### src/rtl/ls_load_unit.sv
// Load unit: issues one memory read per accepted start, waits for the ack with a timeout,
// and registers the size-selected, sign/zero-extended result.
module ls_load_unit #(
    parameter int unsigned TIMEOUT = 15
) (
    input  logic        clk,
    input  logic        reset_n,
    input  logic        start,
    input  logic [31:0] addr,
    input  logic [1:0]  LS_control,
    input  logic        unsigned_ld,
    output logic        mem_rd,
    output logic [31:0] mem_addr,
    input  logic        mem_rd_ack,
    input  logic [31:0] mem_rdata,
    output logic [31:0] Data_out,
    output logic        busy,
    output logic        done,
    output logic        err
);

    // state  | meaning
    // IDLE   | waiting for start
    // WAIT   | read outstanding, counting cycles until ack or timeout
    // DONE   | one-cycle completion pulse, Data_out just updated
    // ERR    | one-cycle timeout pulse, Data_out untouched
    typedef enum logic [1:0] {S_IDLE, S_WAIT, S_DONE, S_ERR} state_t;

    localparam logic [7:0] CNT_LAST = 8'(TIMEOUT - 1);

    state_t      state_q, state_d;
    logic [31:0] addr_q, addr_d;
    logic [31:0] data_q, data_d;
    logic [1:0]  size_q, size_d;
    logic        uns_q, uns_d;
    logic [7:0]  cnt_q, cnt_d;

    // Lane is always the low-order bits; the address offset never shifts it.
    function automatic logic [31:0] extend(input logic [31:0] w, input logic [1:0] sz, input logic u);
        logic [31:0] r;
        case (sz)
            2'b01:   r = {{24{~u & w[7]}}, w[7:0]};
            2'b10:   r = {{16{~u & w[15]}}, w[15:0]};
            default: r = w;
        endcase
        return r;
    endfunction

    always_ff @(posedge clk or negedge reset_n) begin
        if (!reset_n) begin
            state_q <= S_IDLE;
            addr_q  <= '0;
            data_q  <= '0;
            size_q  <= '0;
            uns_q   <= 1'b0;
            cnt_q   <= '0;
        end else begin
            state_q <= state_d;
            addr_q  <= addr_d;
            data_q  <= data_d;
            size_q  <= size_d;
            uns_q   <= uns_d;
            cnt_q   <= cnt_d;
        end
    end

    always_comb begin
        state_d = state_q;
        addr_d  = addr_q;
        data_d  = data_q;
        size_d  = size_q;
        uns_d   = uns_q;
        cnt_d   = cnt_q;
        mem_rd  = 1'b0;
        busy    = 1'b1;
        done    = 1'b0;
        err     = 1'b0;
        case (state_q)
            S_IDLE: begin
                busy = 1'b0;
                if (start) begin
                    if (LS_control == 2'b00) begin
                        data_d  = '0;
                        state_d = S_DONE;
                    end else begin
                        addr_d  = addr;
                        size_d  = LS_control;
                        uns_d   = unsigned_ld;
                        cnt_d   = '0;
                        state_d = S_WAIT;
                    end
                end
            end
            S_WAIT: begin
                mem_rd = 1'b1;
                // Ack wins over a timeout landing in the same cycle.
                if (mem_rd_ack) begin
                    data_d  = extend(mem_rdata, size_q, uns_q);
                    state_d = S_DONE;
                end else if (cnt_q == CNT_LAST) begin
                    state_d = S_ERR;
                end else begin
                    cnt_d = cnt_q + 8'd1;
                end
            end
            S_DONE: begin
                done    = 1'b1;
                state_d = S_IDLE;
            end
            default: begin
                err     = 1'b1;
                state_d = S_IDLE;
            end
        endcase
    end

    assign mem_addr = addr_q;
    assign Data_out = data_q;

endmodule

### config.mk
export PLATFORM = sky130hd
export DESIGN_NAME = ls_load_unit
export DESIGN_NICKNAME = d
export VERILOG_FILES = /design/src/rtl/ls_load_unit.sv
export SDC_FILE = /design/constraint.sdc
export NUM_CORES = 1
export LEC_CHECK = 0
export CAP_MARGIN = 20
export CORE_UTILIZATION = 39
export CTS_BUF_LIST = sky130_fd_sc_hd__clkbuf_4
export DETAILED_ROUTE_END_ITERATION = 12
export PLACE_DENSITY = 0.88
export SLEW_MARGIN = 25
export SYNTH_ARGS = -nofsm -noshare
export SYNTH_HDL_FRONTEND = slang
export SYNTH_SLANG_ARGS = --single-unit
### constraint.sdc
create_clock -name clk -period 1.95 [get_ports clk]
set_input_delay 0.39 -clock clk [delete_from_list [all_inputs] [get_ports clk]]
set_output_delay 0.39 -clock clk [all_outputs]
set_load 0.005 [all_outputs]
After elaboration in Yosys (flattened, before gate mapping)
Cells that the tools add are included.
{"block": "classes", "addsub": 1, "n_eq_ne": 12, "muxes": 19, "bitwise_logic": 4, "n_reduce_logical": 8}
{"op": "$pmux W32 S2", "n": 2}
{"op": "$mux W32", "n": 3}
{"op": "$mux W8", "n": 4}
{"op": "$pmux W8 S2", "n": 1}
{"op": "$ne A2 B2 Y1 const B", "n": 6}
{"op": "$add A8 B1 Y8 const B", "n": 1}
{"op": "$eq A8 B4 Y1 const B", "n": 1}
{"op": "$mux W2", "n": 4}
{"op": "$reduce_and A5 Y1", "n": 1}
{"op": "$eq A2 B1 Y1 const B", "n": 2}
{"op": "$eq A2 B2 Y1 const B", "n": 2}
{"op": "$logic_not A2 Y1", "n": 2}
{"op": "$mux W1", "n": 4}
{"op": "$pmux W2 S2", "n": 1}
{"op": "$reduce_and A4 Y1", "n": 1}
{"op": "$ne A3 B3 Y1 const B", "n": 1}
{"op": "$reduce_and A3 Y1", "n": 1}
{"op": "$reduce_or A3 Y1", "n": 1}
{"op": "$and A1 B1 Y1", "n": 2}
{"op": "$not A1 Y1", "n": 2}
{"op": "$reduce_and A2 Y1", "n": 1}
{"op": "$reduce_bool A2 Y1", "n": 1}
{"block": "word_totals", "reg_bits": 77, "inputBits": 71, "out_inout_bits": 68, "wordCells": 50}

Logic depth before layout (Yosys ltp)
{"block": "depth", "depth_word": 5, "ltp_mapped": 7, "mapped_depth_nobuf": 6}

Least setup slack after synthesis
Ideal clock, no wire load.
{"block": "synth_path", "path_kind": "register to register", "from": "register cnt_q[0]", "to": "register cnt_q[7]", "setup_ns": 0.126, "arrival_time_ns": 1.736, "t_required_ns": 1.824, "setup_slack_ns": 0.088, "stages_incl_launch_ff": 6, "path_buffers": 0, "synth_period_minus_slack_ns": 1.862, "cell_sequence": "dfrtp_1 inv_1 ha_1 or4b_4 o311a_4 a221o_1"}
{"block": "synth_between", "elab_chain_cells": 4, "elab_cells_between_ends": 7, "cone_classes": "add/sub: 1; eq/ne: 2; mux: 3; reduce/logical: 1"}
{"element": "from (decl)", "line": "36", "rtl": "logic [7:0] cnt_q, cnt_d;"}
{"element": "from (signal assigned)", "line": "63", "rtl": "cnt_q <= cnt_d;"}
{"element": "$add A8 B1 Y8", "line": "103", "rtl": "cnt_d = cnt_q + 8'd1;"}
{"element": "$mux W8", "line": "100", "rtl": "end else if (cnt_q == CNT_LAST) begin"}
{"element": "$mux W8", "line": "97", "rtl": "if (mem_rd_ack) begin"}
{"element": "$pmux W8 S2", "line": "78", "rtl": "case (state_q)"}
Parallel ways exist; a longest one is shown, timed or not. The select of a mux whose other input is x is not followed.
A chain may end at the register's enable or synchronous reset.

Worst setup path after layout
Ends and elaborated chain as after synthesis.

==> run metrics <==
vias in the first global route=2803; Crit Path Max Fanout=5; reg2reg path depth=6; clock skew=0.01675 ns; largest net degree at the start of global routing=43; Syn Inst Count=274; max incr delay on CP=0.50 ns; Netlist cell types=35; worst reg-to-reg setup slack=0.02 ns; Core Region=7888 um2; total CTS buffers=9; RR Startpoint=cnt_q[0]; overall die area=8691 um2; WP buf/inv=1; number of flops mapped to enable cells by yosys=0; fin worst setup slack=0.02229 ns; Worst Tran Pin Value=0.4717 ns; Final Hold Viols=0; Fill cells=624; TritonRoute pass-1 iters=4; clk sinks=77; first-pass GRT wire length=13520 um; Worst EP required=2.23 ns; Synth Register Bits=77; Worst path slowest cell=or4b_4; RSZ-0062 raised after global routing=yes; most frequent cells in the layout=clkdlybuf4s50_1, dfrtp_1, nand2_1, mux2_2, o21ai_0; final wirelength=8203 um; grt ovf=0; Root Buffer=clkbuf_4; fraction of layout cells with a size suffix above 1=0.2027; DR vias=2723; post-synthesis sequential area ratio=0.5937; pre-CTS setup slack=-0.1487 ns; Max Cap Viol=0; GRT Overall Usage=0.2003; Startpoint Class=flip-flop; clock slew at reported path FFs=0.12 ns; Synth warnings=0; PD cells=1391 nW/um2; drt drc=0; CP top delay family=compound AO/OA/AOI/OAI gates; ys flop type=dfrtp_1; Setup CP Type=flip-flop to flip-flop; H-tree depth=3; Die Span X=93.23 um; CTS tree=done; Mapped Area=3246 um2; fin nets=514; Max Fclk=518.8 MHz; leakage=0.002205 uW; Reg area=1928 um2; Tcrit/Tclk final=0.9886; reg2reg end=cnt_q[7]; maximum VDD drop=0.5661 mV; post-layout util=0.6501; fraction of registers with async set/reset=1.000; Via density=4.987; Synth Area per Inst=11.85 um2; most common cell after layout, fill and taps aside=clkdlybuf4s50_1; Wirelength per Cell=15.02 um; worst-path cell chain=inv_1 > ha_1 > or4b_4 > o311ai_4 > nor2_1 > a221o_1; initial antenna violation count=0; Final ANT Viol Nets=0; outcome=finished, final reports clean; IO buf count=138; clk buf depth=2; Core Rows=32; initial core utilization=0.4115; clock latency on the worst-skew pair=0.40 ns; # IOs=139; synthesis-to-layout area growth=57.98%; Max Slew Vio Count=0; Worst Setup End Kind=flip-flop; final setup violation count=0; Worst EP arrival=2.21 ns; dpl hpwl=6140 um; worst min path class=input pin to async pin; ANT cells=0; Die Ht=93.23 um; Tmin final=1.928 ns; RD Place Congestion=0.8506; iteration-0 DRC count of the detailed router=102; net count after synthesis=349; TNS Setup=0 ns; multi-input logic area=1252 um2; Worst slew margin=0.6855
## per-layer routing
layer | vias up | global-route usage | part of all wire
met5 | - | 0 | 0
met4 | 0 | 0.08846 | 0.026
met3 | 17 | 0.03171 | 0.051
met2 | 106 | 0.3548 | 0.52
met1 | 1308 | 0.2394 | 0.41
li1 | 1292 | - | -
## per-stage QoR
stage	hold slack (ns)	power [uW]	cell area (um2)	std cells
floorplan	0.09441	4077	3246	274
global placement	0.3756	5873	4892	522
detailed placement	0.3799	6015	4892	522
CTS	0.4566	7158	5096	543
global route	0.5040	7628	5127	546
finish	0.4860	7133	5127	546
## how the worst max path moves through the flow
| stage | startpoint | end | slack (ns) | cells past startpoint |
|---|---|---|---|---|
| 2_1_floorplan | cnt_q[0] | cnt_q[7] | 0.09 | 5 |
| 3_3_place_gp | LS_control[1] | Data_out[2] | -0.1 | 5 |
| 3_5_place_dp | LS_control[1] | Data_out[20] | -0.15 | 6 |
| 4_1_cts | state_q[1] | err | -0.05 | 3 |
| 5_1_grt | cnt_q[0] | cnt_q[7] | -0.07 | 6 |
| 6_report | cnt_q[0] | cnt_q[7] | 0.02 | 6 |
## report_power, final
group          internal, uW  switching, uW
clock                   533            535
combinational          2160           1270
sequential             2260            382
## logic make-up (layout without fill, tap and decap cells)
kind of cell | Yosys count | after routing | share of synthesized area
compound gates | 67 | 67 | 0.1349
mux | 34 | 34 | 0.1176
simple gates | 74 | 74 | 0.1141
flops | 77 | 77 | 0.5937
buf+inv | 18 | 188 | 0.02429
fa+ha+maj | 4 | 4 | 0.01542
## area by class of cell
type                            instances  share of cell area
Multi-Input combinational cell        179              0.2443
Tap cell                              102             0.02489
Clock buffer                           10             0.01464
Inverter                                5            0.003660
Timing Repair Buffer                  167              0.3194
Clock inverter                          6             0.01708
Sequential cell                        77              0.3760
## repair_timing
item,in CTS,in global routing
endpoints found under the hold margin,35,0
hold buffers,1,0
setup buffers,4,3
pin swaps,0,2
endpoints found under the setup margin,3,9
gates resized for setup,4,5
## Yosys cell counts, types with 2 or more instances
cell,instances,area share
or2_2,2,0.0039
clkbuf_1,5,0.0058
mux2_2,33,0.11
dfrtp_1,77,0.59
ha_1,4,0.015
buf_2,6,0.0093
nor3_1,3,0.0046
inv_1,5,0.0058
a31oi_1,2,0.0039
a21oi_1,13,0.020
nand3_1,4,0.0062
nand2_1,33,0.038
nor2b_1,18,0.035
nor2_1,6,0.0069
a22o_1,8,0.022
and2_1,2,0.0039
a21o_1,2,0.0046
o21ai_0,33,0.051
o21ai_2,2,0.0054
## flip-flops by register name (all words and copies together) (netlist names)
register,flops
Data_out,32
cnt_q,8
mem_addr,32
size_q,2
state_q,2
uns_q,1
Power figures use the tool's default switching activity.
